## src/rtl/mem_arbiter_pkg.sv

```systemverilog
// mem_arb_pkg: state encoding and default sizes shared by the mem_arbiter files
package mem_arb_pkg;
  typedef enum logic [1:0] {IDLE, ISSUE, RESP} state_t;
  localparam int DEF_NUM_REQ = 2;
  localparam int DEF_ADDR_W = 32;
  localparam int DEF_DATA_W = 32;
  function automatic int idx_w(input int n);
    return (n > 1) ? $clog2(n) : 1;
  endfunction
endpackage

```

## src/rtl/mem_arbiter_if.sv

```systemverilog
// mem_arb_if: requester handshake plus RAM port bundle; slave is the arbiter view, master the requesters/RAM view
interface mem_arb_if import mem_arb_pkg::*; #(
  parameter int NUM_REQ = DEF_NUM_REQ,
  parameter int ADDR_W = DEF_ADDR_W,
  parameter int DATA_W = DEF_DATA_W
);
  logic [NUM_REQ-1:0]        reqValid;
  logic [NUM_REQ-1:0]        reqWrite;
  logic [NUM_REQ*ADDR_W-1:0] reqAddr;
  logic [NUM_REQ*DATA_W-1:0] reqData;
  logic [NUM_REQ-1:0]        reqGrant;
  logic [NUM_REQ-1:0]        rspValid;
  logic [DATA_W-1:0]         rspData;
  logic [ADDR_W-1:0]         ramAddress;
  logic [DATA_W-1:0]         ramOut;
  logic                      readReq;
  logic                      writeReq;
  logic [DATA_W-1:0]         ramValue;
  modport slave (
    input  reqValid, reqWrite, reqAddr, reqData, ramValue,
    output reqGrant, rspValid, rspData, ramAddress, ramOut, readReq, writeReq
  );
  modport master (
    output reqValid, reqWrite, reqAddr, reqData, ramValue,
    input  reqGrant, rspValid, rspData, ramAddress, ramOut, readReq, writeReq
  );
endinterface

```

## src/rtl/mem_arbiter_rr_pick.sv

```systemverilog
// rr_pick: one-hot request selector scanning upward (with wrap) from a priority pointer
module rr_pick import mem_arb_pkg::*; #(
  parameter int N = DEF_NUM_REQ,
  localparam int IW = idx_w(N)
) (
  input  logic [N-1:0]  req_i,
  input  logic [IW-1:0] ptr_i,
  output logic [N-1:0]  gnt_o,
  output logic [IW-1:0] idx_o
);
  int j;
  logic found;
  always_comb begin
    gnt_o = '0;
    idx_o = '0;
    found = 1'b0;
    j = 0;
    for (int k = 0; k < N; k++) begin
      j = (int'(ptr_i) + k) % N;
      if (!found && req_i[j]) begin
        found = 1'b1;
        gnt_o[j] = 1'b1;
        idx_o = IW'(j);
      end
    end
  end
endmodule

```

## src/rtl/mem_arbiter.sv

```systemverilog
// mem_arbiter: serialises requester accesses onto one registered-read RAM port, three cycles per access.
// Define MEM_ARB_ROUND_ROBIN_EN for round-robin priority; otherwise fixed priority, requester 0 highest.
module mem_arbiter import mem_arb_pkg::*; #(
  parameter int NUM_REQ = DEF_NUM_REQ,
  parameter int ADDR_W = DEF_ADDR_W,
  parameter int DATA_W = DEF_DATA_W
) (
  input logic clk,
  input logic reset,
  mem_arb_if.slave bus
);
  localparam int IW = idx_w(NUM_REQ);
  state_t state_q;
  logic [NUM_REQ-1:0] pick;
  logic [NUM_REQ-1:0] gnt_q;
  logic [NUM_REQ-1:0] rsp_q;
  logic [IW-1:0] pick_idx;
  logic [IW-1:0] ptr;
  logic [ADDR_W-1:0] addr_q;
  logic [ADDR_W-1:0] sel_addr;
  logic [DATA_W-1:0] data_q;
  logic [DATA_W-1:0] sel_data;
  logic sel_wr;
  logic rd_q;
  logic wr_q;
  logic is_wr_q;

  rr_pick #(.N(NUM_REQ)) u_pick (
    .req_i(bus.reqValid),
    .ptr_i(ptr),
    .gnt_o(pick),
    .idx_o(pick_idx)
  );

`ifdef MEM_ARB_ROUND_ROBIN_EN
  logic [IW-1:0] ptr_q;
  logic [IW-1:0] ptr_d;
  assign ptr_d = (int'(pick_idx) == NUM_REQ - 1) ? '0 : pick_idx + 1'b1;
  assign ptr = ptr_q;
  always_ff @(posedge clk or posedge reset) begin
    if (reset) ptr_q <= '0;
    else if (state_q == IDLE && |bus.reqValid) ptr_q <= ptr_d;
  end
`else
  assign ptr = '0;
`endif

  assign sel_addr = bus.reqAddr[pick_idx*ADDR_W +: ADDR_W];
  assign sel_data = bus.reqData[pick_idx*DATA_W +: DATA_W];
  assign sel_wr = bus.reqWrite[pick_idx];

  // strobes and grant are registered on entry to ISSUE so they last exactly that cycle
  always_ff @(posedge clk or posedge reset) begin
    if (reset) begin
      state_q <= IDLE;
      gnt_q <= '0;
      rsp_q <= '0;
      addr_q <= '0;
      data_q <= '0;
      rd_q <= 1'b0;
      wr_q <= 1'b0;
      is_wr_q <= 1'b0;
    end else begin
      case (state_q)
        IDLE: if (|bus.reqValid) begin
          state_q <= ISSUE;
          gnt_q <= pick;
          addr_q <= sel_addr;
          data_q <= sel_data;
          is_wr_q <= sel_wr;
          rd_q <= !sel_wr;
          wr_q <= sel_wr;
        end
        ISSUE: begin
          state_q <= RESP;
          gnt_q <= '0;
          rd_q <= 1'b0;
          wr_q <= 1'b0;
          rsp_q <= gnt_q;
        end
        default: begin
          state_q <= IDLE;
          rsp_q <= '0;
        end
      endcase
    end
  end

  assign bus.reqGrant = gnt_q;
  assign bus.rspValid = rsp_q;
  assign bus.ramAddress = addr_q;
  assign bus.ramOut = data_q;
  assign bus.readReq = rd_q;
  assign bus.writeReq = wr_q;
  assign bus.rspData = (state_q == RESP && !is_wr_q) ? bus.ramValue : '0;
endmodule

```

## src/flat_wrapper.sv

```systemverilog
// flat-port wrapper written by rule: the top's interface ports become plain ports
module mem_arbiter_flat import mem_arb_pkg::*;
#(
  parameter int NUM_REQ = DEF_NUM_REQ,
  parameter int ADDR_W = DEF_ADDR_W,
  parameter int DATA_W = DEF_DATA_W
)
  (clk, reset, bus_reqValid, bus_reqWrite, bus_reqAddr, bus_reqData, bus_ramValue, bus_reqGrant, bus_rspValid, bus_rspData, bus_ramAddress, bus_ramOut, bus_readReq, bus_writeReq);
  mem_arb_if #(.NUM_REQ(NUM_REQ), .ADDR_W(ADDR_W), .DATA_W(DATA_W)) bus_i ();
  input logic clk;
  input logic reset;
  input wire logic [$bits(bus_i.reqValid)-1:0] bus_reqValid;
  input wire logic [$bits(bus_i.reqWrite)-1:0] bus_reqWrite;
  input wire logic [$bits(bus_i.reqAddr)-1:0] bus_reqAddr;
  input wire logic [$bits(bus_i.reqData)-1:0] bus_reqData;
  input wire logic [$bits(bus_i.ramValue)-1:0] bus_ramValue;
  output wire logic [$bits(bus_i.reqGrant)-1:0] bus_reqGrant;
  output wire logic [$bits(bus_i.rspValid)-1:0] bus_rspValid;
  output wire logic [$bits(bus_i.rspData)-1:0] bus_rspData;
  output wire logic [$bits(bus_i.ramAddress)-1:0] bus_ramAddress;
  output wire logic [$bits(bus_i.ramOut)-1:0] bus_ramOut;
  output wire logic [$bits(bus_i.readReq)-1:0] bus_readReq;
  output wire logic [$bits(bus_i.writeReq)-1:0] bus_writeReq;
  assign bus_i.reqValid = bus_reqValid;
  assign bus_i.reqWrite = bus_reqWrite;
  assign bus_i.reqAddr = bus_reqAddr;
  assign bus_i.reqData = bus_reqData;
  assign bus_i.ramValue = bus_ramValue;
  assign bus_reqGrant = bus_i.reqGrant;
  assign bus_rspValid = bus_i.rspValid;
  assign bus_rspData = bus_i.rspData;
  assign bus_ramAddress = bus_i.ramAddress;
  assign bus_ramOut = bus_i.ramOut;
  assign bus_readReq = bus_i.readReq;
  assign bus_writeReq = bus_i.writeReq;
  mem_arbiter #(.NUM_REQ(NUM_REQ), .ADDR_W(ADDR_W), .DATA_W(DATA_W)) u_core (.clk(clk), .reset(reset), .bus(bus_i));
endmodule
```

## config.mk

```make
export PLATFORM = sky130hd
export DESIGN_NAME = mem_arbiter_flat
export DESIGN_NICKNAME = d
export VERILOG_FILES = /design/src/rtl/mem_arbiter_pkg.sv /design/src/rtl/mem_arbiter_if.sv /design/src/rtl/mem_arbiter_rr_pick.sv /design/src/rtl/mem_arbiter.sv /design/src/flat_wrapper.sv
export SDC_FILE = /design/constraint.sdc
export NUM_CORES = 1
export LEC_CHECK = 0
export ABC_AREA = 1
export CAP_MARGIN = 10
export CORE_MARGIN = 4
export CORE_UTILIZATION = 36
export DETAILED_ROUTE_END_ITERATION = 7
export GPL_TIMING_DRIVEN = 0
export PLACE_DENSITY = 0.87
export SYNTH_ARGS = -nofsm -noshare
export SYNTH_HDL_FRONTEND = slang
export SYNTH_HIERARCHICAL = 1
export SYNTH_SLANG_ARGS = --single-unit
```

## constraint.sdc

```tcl
create_clock -name clk -period 2.7 [get_ports clk]
set_input_delay 0.54 -clock clk [delete_from_list [all_inputs] [get_ports clk]]
set_output_delay 0.54 -clock clk [all_outputs]
set_load 0.02 [all_outputs]
```

Word-level counts from Yosys, hierarchy flattened
Index checks and enable logic that the tools add are counted.
W data, S select, Z words.

storage, ports and cells
  bits in registers = 73
  input port bits = 166
  output and inout port bits = 102
  logic and storage cells = 40

cells by class
  $lt $le $gt $ge = 1
  equal/unequal tests = 3
  shifts and indexed selects = 2
  mux-type cells = 16
  reductions and logical operators = 10

operators by type and width
  cell                  number
  $shiftx A64 B7 Y32    2
  $mux W32              1
  $pmux W2 S2           3
  $mux W1               7
  $mux W2               3
  $pmux W1 S2           2
  $reduce_and A2 Y1     2
  $logic_not A1 Y1      3
  $eq A2 B1 Y1 const B  1
  $eq A2 B2 Y1 const B  1
  $logic_and A1 B1 Y1   2
  $logic_not A2 Y1      1
  $lt A1 B2 Y1 const B  1
  $ne A2 B1 Y1 const B  1
  $reduce_bool A2 Y1    1
  $reduce_or A2 Y1      1

Longest topological paths before layout
Gate-level depths: netlist (run 1).

  word-level depth = 9
  gate-level depth with buffers = 9
  gate-level depth less buffers = 8

By module
Netlist (run 1), hierarchy kept.

by module, submodules not included
  module       instances  cells each  area each (um^2)  sequential area each (um^2)
  mem_arbiter  1          593         3851.2            1826.8
  rr_pick      1          5           28.8              0.0

Worst setup path after synthesis (run 1)
OpenSTA, ideal clock, no wires.

  path kind = register to output
  start = reg u_core.state_q[0]
  end = out bus_rspData[10]
  data arrival time = 1.037 ns
  required time = 2.160 ns
  slack = 1.123 ns
  cell stages (with the launch flop) = 5
  path buffers = 1
  cells stage by stage = dfrtp_1 -> inv_1 -> nand3_1 -> buf_2 -> nor2_1

on the way
  longest elaborated chain between the ends = 3

RTL lines
  what                    RTL line            text
  start, declared         mem_arbiter.sv:13   state_t state_q;
  start signal, assigned  mem_arbiter.sv:55   state_q <= IDLE;
  start signal, assigned  mem_arbiter.sv:66   state_q <= ISSUE;
  start signal, assigned  mem_arbiter.sv:75   state_q <= RESP;
  $eq A2 B2 Y1            mem_arbiter.sv:95   assign bus.rspData = (state_q == RESP && !is_wr_q) ? bus.ramValue : '0;
  $logic_and A1 B1 Y1     mem_arbiter.sv:95
  $mux W32                mem_arbiter.sv:95
  end, declared           flat_wrapper.sv:19  output wire logic [$bits(bus_i.rspData)-1:0] bus_rspData;

Every way passes these cells.

Final worst setup path (run 1)
  start = reg u_core.state_q[0]
  end = out bus_rspData[29]

Same word-level chain as after synthesis.

==> flow_summary.toml, run 1 <==
[critical_path]
rrSetupSlack_ns = 1.41
regToRegStartpoint = "u_core/state_q[1]"
crit_path_top_delay_cell = "clkdlybuf4s50_1"
cp-start-kind = "flop"
cp.required_ns = 2.16
path_cells = "inv_1 -> nand3_2 -> buf_2 -> nor2_1 -> clkdlybuf4s50_1"
end_kind = "output port"
path_max_fanout = 10
crit_start = "u_core/state_q[0]"
reg2reg_to = "u_core/bus.ramOut[12]"
arrival_ns = 2.01
worstSetupPathType = "reg -> out"
critPathMaxStageDelay_ns = 0.64
reg2reg_depth = 6

[clock_tree]
ctsHoldBuffers = 0
numCtsBuffers = 9
cts_tree = "built"
cts_sinks = 73
insertion_delay_ns = 0.33
path_clk_slew_ns = 0.07
cts_max_level = 3
clk_path_buf_depth = 2
ctsRootBufferMaster = "clkbuf_8"

[route]
wire_per_inst_um = 13.8
viasPerCell = 4.45
ant_nets = 0
drcViolationCount = 0
drt_iter0_markers = 175
firstDrtPassIters = 4
vias = 4518
totalWireLength_um = 14000

[synthesis]
synth_area_um2 = 3880
synth_cells = 598
synth-seq-cells = 73
synthTopCellsByArea = "dfrtp_1 47%, nand2_1 39%, inv_1 4.1%"
synth_top_area_cell = "dfrtp_1"
avgSynthCellArea_um2 = 6.49
synth_top_area_share_pct = 47.1
ys_seq_area_share_pct = 47.1
synth_cell_types = 16
yosysWarnings = 6

[floorplan]
pin_count = 268
rows = 37
dieArea_um2 = 12500
core_um2 = 10400
die_w_um = 112
start_util_pct = 37.2
die_h_um = 112

[timing]
period_minus_slack_ns = 2.55
report.final.slew_viol_count = 0
skew_ns = 0.00786
period_share_pct = 94.6
fmax_mhz = 392
holdWs_ns = 0.478
finalSetupViolations = 0
grt_setup_unrepaired = "false"
hold_violations = 0

[finish]
seqCellArea_um2 = 1830
multi_input_area_um2 = 1740
antenna_cells = 0
layout-drive-gt1-share_pct = 5.23
synthToLayoutAreaGrowth_pct = 78.1
fill_cells = 870
fin_area_um2 = 6910
nets = 1044

[pwr]
power_density_nw_per_um2 = 893
p_leak_nw = 3.63
ir_drop_mv = 0.470

[grt]
antenna_found_initial = 0
grtUsageTotal_pct = 22.0
globalRouteOverflowTotal = 0
grt_pass1_vias = 4476
grt_pass1_wl_um = 22200
grt_max_degree = 44

[worst_hold_path]
hold_depth = 2
hold_path_end = "u_core/bus.ramOut[30]"
hp-class = "reg -> reg"
hold_start = "u_core/bus.ramOut[30]"

[run]
drv_cap = 0

[placed_design]
gp_congestion = 0.855
dp_hpwl_um = 11000
io_buffer_count = 267
dpl_cell_area_um2 = 6760

[status]
status = "completed"
-- Yosys cell counts --
cell type	instances
buf_2	24
nor2_4	1
a21boi_2	1
inv_1	42
nand2_1	404
a21oi_1	2
clkbuf_1	3
nand3_1	5
nor2_1	35
nand2_2	1
conb_1	1
buf_4	2
dfrtp_1	73
o21ai_0	1
nor2_2	1
buf_6	2
-- repair_timing --
item | 4_1_cts | 5_1_grt
hold endpoints to repair | 0 | 0
setup endpoints to repair | 0 | 28
buffers inserted | 0 | 0
resized for setup | 0 | 1
-- how the worst max path moves through the flow --
stage / endpoint / slack (ns) / cells past startpoint
after CTS: bus_rspData[29] / 0.02 / 5
after global routing: bus_rspData[29] / 0.02 / 5
after detailed placement: bus_rspData[29] / 0.34 / 4
after floorplan: u_core/bus.ramAddress[0] / 0.31 / 1
final: bus_rspData[29] / 0.15 / 5
after global placement: u_core/bus.ramOut[19] / -0.99 / 2
-- stage by stage --
step | total power [W] | instances | TNS (ns) | util [%] | setup WS [ns]
6_report | 0.00617 | 1016 | 0 | 66.4 | 0.147
5_1_grt | 0.00661 | 1016 | 0 | 66.4 | 0.0180
4_1_cts | 0.00624 | 1016 | 0 | 66.3 | 0.0188
3_5_place_dp | 0.00549 | 1003 | 0 | 64.9 | 0.342
3_3_place_gp | 0.00541 | 1002 | -71.98 | 64.6 | -0.990
2_1_floorplan | 0.00366 | 599 | 0 | - | 0.307
-- final cells by class --
| cell class | instances | area share (%) |
|---|---|---|
| buffer | 31 | 2.44 |
| clock buffer | 12 | 2.10 |
| clock inverter | 1 | 0.0724 |
| inverter | 42 | 2.32 |
| multi-input combinational | 453 | 25.1 |
| sequential | 73 | 26.4 |
| tap | 136 | 2.46 |
| timing repair buffer | 268 | 39.1 |
-- placed cells by master (no fill, tap or decap) --
| master | n |
|---|---|
| dfrtp_1 | 73 |
| nand2_2 | 1 |
| nand2_1 | 404 |
| buf_16 | 1 |
| clkbuf_8 | 10 |
| conb_1 | 2 |
| nor2_1 | 35 |
| inv_1 | 41 |
| buf_6 | 2 |
| clkdlybuf4s50_1 | 267 |
| buf_4 | 2 |
| o21ai_0 | 1 |
| nand3_1 | 4 |
| a21oi_1 | 2 |
| nor2_4 | 1 |
| nand3_2 | 1 |
| nor2_2 | 1 |
| inv_4 | 1 |
| a21boi_2 | 1 |
| buf_2 | 24 |
| clkinv_2 | 1 |
| clkbuf_1 | 5 |
-- power by group --
part | switching, W | internal, W | leakage [nW] | total, W
Combinational | 0.00198 | 0.00159 | 2.64 | 0.00357
Clock | 0.000379 | 0.000344 | 0.0782 | 0.000722
Sequential | 0.000270 | 0.00161 | 0.912 | 0.00188
-- logic make-up (layout without fill, tap and decap cells) --
| group | count (synthesis) | in the layout | synth area share [%] |
|---|---|---|---|
| AOI/OAI and AO/OA | 4 | 4 | 0.677 |
| other | 1 | 2 | 0.0967 |
| and+or+nand+nor | 447 | 447 | 43.7 |
| DFF | 73 | 73 | 47.1 |
| buffers and inverters | 73 | 354 | 8.42 |
-- worst max-delay path, delay by kind of cell (launching register included) --
kind,cells,cell delay (ns)
AND/OR/NAND/NOR,2,0.31
flip-flops,1,0.39
buffers and inverters,3,0.98
-- flip-flops by register name, summed over array words and instances (netlist names) --
signal,count
u_core/is_wr_q,1
u_core/bus.writeReq,1
u_core/bus.ramAddress,32
u_core/bus.ramOut,32
u_core/state_q,2
u_core/bus.readReq,1
u_core/bus.reqGrant,2
u_core/bus.rspValid,2
-- layer usage --
layer  up-vias  GRT usage (%)  share of wire, %
met2       176           40.4                52
met1      2022           25.3                39
met3        19           5.05               7.3
met5         -              0                 0
li1       2301              -                 -
met4         0           6.49               1.9
No activity file was read; power rests on OpenSTA's default activity.
==> run 2, diff against run 1 <==
Settings changed: CORE_UTILIZATION 36 to 39, CTS_BUF_LIST from default to sky130_fd_sc_hd__clkbuf_8 sky130_fd_sc_hd__clkbuf_16, PLACE_DENSITY 0.87 to 0.93, SLEW_MARGIN from default to 20.
Clock period 2.7 ns to 3.3 ns, I/O delays scaled along.
==> run 2 against run 1 <==
Die area down 7.2%. Sequential cell count unchanged. Final cell count unchanged. Clock power up 10%. Sequential share of layout area down 0.24 points. Global-route usage up 1.3 points. Highest routed layer unchanged.
==> flow_summary.toml, run 2 (synthesized netlist as in run 1, its figures left out) <==
[finish]
fill_cells = 768
synthToLayoutAreaGrowth_pct = 79.7
antenna_cells = 0
final_cell_mix = "404 x nand2_1, 267 x clkdlybuf4s50_1, 73 x dfrtp_1"
fin_area_um2 = 6970
layout-drive-gt1-share_pct = 5.66
final_cells = 1016
final_common_cell = "nand2_1"
nets = 1044

[grt]
grtUsageTotal_pct = 23.2
grt_pass1_wl_um = 21100
antenna_found_initial = 0
grt_max_degree = 43
globalRouteOverflowTotal = 0
grt_pass1_vias = 4379

[route]
drt_iter0_markers = 155
wl_met2_um = 7180
met3_length_um = 1090
totalWireLength_um = 14100
vias = 4517
wl_met1_um = 5390
highest_layer = "met4"
wire_per_inst_um = 13.8
firstDrtPassIters = 4
viasPerCell = 4.45
drcViolationCount = 0
ant_nets = 0

[run]
drv_cap = 0

[status]
status = "completed"

[floorplan]
die_h_um = 108
pin_count = 268
die_w_um = 108
start_util_pct = 39.9
rows = 36
dieArea_um2 = 11600
core_um2 = 9730

[pwr]
swShare_pct = 41.1
p_clk_share_pct = 15.2
seq_power_share_pct = 29.5
comb_power_share_pct = 55.4
p_total_w = 0.00524
ir_drop_mv = 0.370
p_switching_w = 0.00215
p_int_w = 0.00308
p_leak_nw = 3.66
power_density_nw_per_um2 = 751

[critical_path]
crit_start = "bus_ramValue[6]"
worstSetupPathType = "in -> out"
regToRegStartpoint = "u_core/state_q[0]"
end_kind = "output port"
arrival_ns = 1.98
cp-start-kind = "input port"
cp.required_ns = 2.64
path_max_fanout = 1

[timing]
skew_ns = 0.0113
hold_violations = 0
grt_setup_unrepaired = "false"
period_share_pct = 79.9
fmax_mhz = 379
worst_slack_ns = 0.664
finalSetupViolations = 0
period_minus_slack_ns = 2.64
setup_tns_ns = 0
report.final.slew_viol_count = 0

[placed_design]
io_buffer_count = 267
dp.cells = 1000
place_ws_ns = 0.651
dpl_cell_area_um2 = 6750
dp_hpwl_um = 11400
gp_congestion = 0.836

[clock_tree]
ctsRootBufferMaster = "clkbuf_8"
clk_path_buf_depth = 2
numCtsBuffers = 9
cts_resized = 0
cts_max_level = 3
path_clk_slew_ns = 0.07
cts_setup_buffers = 0
ctsHoldBuffers = 0
insertion_delay_ns = 0.34
cts_tree = "built"
cts_sinks = 73

[worst_hold_path]
hold_start = "u_core/bus.ramOut[0]"
hp-class = "reg -> reg"
-- run 2: cell type report --
class                      count  area [µm²]  area share [%]
inverter                      42         160            2.30
multi-input combinational    453        1730            24.8
tap                          133         166            2.39
sequential                    73        1830            26.2
clock inverter                 5        77.6            1.11
buffer                        31         169            2.42
timing repair buffer         268        2690            38.6
clock buffer                  11         151            2.17
-- run 2: final timing paths --
| path | end | slack (ns) | cells after the start |
|---|---|---|---|
| setup / recovery | bus_rspData[6] | 0.66 | 4 |
| hold / removal | u_core/bus.ramOut[0] | 0.48 | 2 |
| setup reg to reg | u_core/bus.ramOut[17] | 2.01 | 7 |
| hold reg to reg | u_core/bus.ramOut[0] | 0.48 | 2 |
| max in group asynchronous | u_core/bus.ramOut[24] | 2.07 | 3 |
| min in group asynchronous | u_core/bus.ramAddress[3] | 0.67 | 2 |
-- run 2: power by group through the flow --
| stage | logic [W] | registers, W | clock network (W) |
|---|---|---|---|
| floorplan | 0.000957 | 0.00204 | 0 |
| global placement | 0.00287 | 0.00154 | 0 |
| detailed placement | 0.00293 | 0.00155 | 0 |
| CTS | 0.00293 | 0.00154 | 0.000816 |
| global route | 0.00313 | 0.00159 | 0.000847 |
| finish | 0.00290 | 0.00154 | 0.000794 |
-- run 2: worst max-delay path, cell delays in order --
cell,delay (ns)
clkdlybuf4s50_1,0.51
inv_1,0.06
nor2_1,0.10
clkdlybuf4s50_1,0.65
-- run 2: layer usage --
| layer | vias to the layer above | global-route usage [%] |
|---|---|---|
| met3 | 27 | 4.86 |
| met4 | 0 | 10.0 |
| met2 | 184 | 42.5 |
| met1 | 2008 | 25.8 |
| met5 | - | 0 |
| li1 | 2298 | - |
-- run 2: metrics by stage --
| step | util (%) | hold WS [ns] |
|---|---|---|
| after detailed placement | 69.3 | 0.464 |
| after CTS | 71.7 | 0.484 |
| after global placement | 69.1 | 0.460 |
| after floorplan | - | 0.505 |
| after global routing | 71.7 | 0.503 |
| final | 71.7 | 0.480 |
==> run 3, diff against run 2 <==
Settings changed: CORE_UTILIZATION 39 to 36, PLACE_DENSITY 0.93 to 0.87.
Clock period 3.3 ns to 2.6 ns, I/O delays scaled along.
==> run 3 against run 2 <==
Register-to-register slack lost 0.70 ns. Combinational power is 28% higher. Routed wire length is 0.18% lower. Setup slack lost 0.53 ns. First-iteration DRC count increased by 20%. Count of clock-buffer cells in the layout is 1 lower. Core utilization down 5.0 points. Power increased by 22%. Via count up 0.44%. Critical path type is now reg -> out. Critical endpoint is now bus_rspData[3]. Highest routed layer unchanged.
==> flow_summary.toml, run 3 (synthesized netlist as in run 1, its figures left out) <==
[status]
status = "completed"

[grt]
grtUsageTotal_pct = 22.0
grt_max_degree = 44
globalRouteOverflowTotal = 0
grt_pass1_wl_um = 22200
antenna_found_initial = 0
grt_pass1_vias = 4471

[finish]
nets = 1044
multi_input_area_um2 = 1740
fill_cells = 858
seqCellArea_um2 = 1830
final_cells = 1016
layout-drive-gt1-share_pct = 5.23
final_cell_mix = "404 x nand2_1, 250 x clkdlybuf4s50_1, 73 x dfrtp_1"
synthToLayoutAreaGrowth_pct = 79.0
final_common_cell = "nand2_1"
antenna_cells = 0

[timing]
fmax_mhz = 406
holdWs_ns = 0.478
hold_violations = 0
period_share_pct = 94.7
report.final.slew_viol_count = 0
skew_ns = 0.00805
finalSetupViolations = 0
grt_setup_unrepaired = "false"
period_minus_slack_ns = 2.46

[clock_tree]
ctsRootBufferMaster = "clkbuf_8"
insertion_delay_ns = 0.33
cts_tree = "built"
cts_sinks = 73
clk_path_buf_depth = 2
cts_max_level = 3
path_clk_slew_ns = 0.07
cts_setup_buffers = 0
numCtsBuffers = 9

[run]
drv_cap = 0

[floorplan]
dieArea_um2 = 12500
core_um2 = 10400
die_h_um = 112
die_w_um = 112
start_util_pct = 37.2
rows = 37
pin_count = 268

[critical_path]
cp-start-kind = "flop"
path_max_fanout = 10
arrival_ns = 1.94
cp.required_ns = 2.08
end_kind = "output port"
worstSetupPathType = "reg -> out"

[pwr]
power_density_nw_per_um2 = 920
p_leak_nw = 3.91
ir_drop_mv = 0.488

[route]
vias = 4537
drt_iter0_markers = 186
firstDrtPassIters = 4
viasPerCell = 4.47
drcViolationCount = 0
wire_per_inst_um = 13.8
ant_nets = 0
totalWireLength_um = 14000

[worst_hold_path]
hp-class = "reg -> reg"

[placed_design]
dp.cells = 1003
dp_hpwl_um = 11000
io_buffer_count = 267
gp_congestion = 0.855
run 3: cell count changes in the layout (fill, tap and decap cells not counted):
cell / delta
buf_12: -1
buf_16: +1
bufinv_16: -2
clkbuf_8: -1
clkdlybuf4s50_1: -17
clkinv_2: -1
clkinvlp_4: -1
dlygate4sd2_1: +2
dlymetal6s2s_1: +15
inv_1: +2
nand3_1: -1
nand3_2: +1
run 3: layout make-up:
class | count | area share, %
clock buffers | 10 | 1.98
inverters | 42 | 2.31
multi-input cells | 453 | 25.0
plain buffers | 31 | 2.43
flip-flops and latches | 73 | 26.3
repair buffers | 268 | 39.4
clock inverters | 3 | 0.180
well taps | 136 | 2.45
run 3: critical path: stages, from the launching register on:
cell and delay (ns):
dfrtp_1 0.39, inv_1 0.10, nand3_2 0.15, buf_2 0.23, nor2_1 0.10, clkdlybuf4s50_1 0.64
run 3: final timing paths:
path                                       start                   endpoint  slack (ns)  cells past startpoint
max in group asynchronous                  reset     u_core/bus.rspValid[1]        1.51                      3
min in group asynchronous                  reset  u_core/bus.ramAddress[24]        0.54                      2
max reg2reg                    u_core/state_q[1]      u_core/bus.ramOut[15]        1.31                      6
min reg2reg                u_core/bus.ramOut[30]      u_core/bus.ramOut[30]        0.48                      2
min                        u_core/bus.ramOut[30]      u_core/bus.ramOut[30]        0.48                      2
max                            u_core/state_q[0]             bus_rspData[3]        0.14                      5
run 3: metrics by stage:
stage	utilization (%)	power [W]	worst slack, ns	cell area, µm²	setup TNS, ns
after floorplan	-	0.00380	0.227	3880	0
after global placement	64.6	0.00562	-1.07	6730	-77.82
after detailed placement	64.9	0.00571	0.282	6760	0
after CTS	66.3	0.00648	0.0949	6910	0
after global routing	66.7	0.00685	0.00167	6950	0
final	66.7	0.00639	0.137	6950	0
run 3: routing by layer:
layer	GRT usage, %	up-vias	share of wire (%)
met3	5.05	19	7.1
li1	-	2300	-
met5	0	-	0
met1	25.3	2044	39
met4	6.49	0	1.8
met2	40.4	174	52
run 3: report_power, final:
group	internal [W]	switching, W
clock network	0.000349	0.000394
logic	0.00164	0.00205
registers	0.00167	0.000280
total	0.00366	0.00273
run 3: repair_timing:
action                     CTS  global route
resized for setup            3            15
setup endpoints to repair   15            15
hold buffers                 0             0
cloned                       0             0
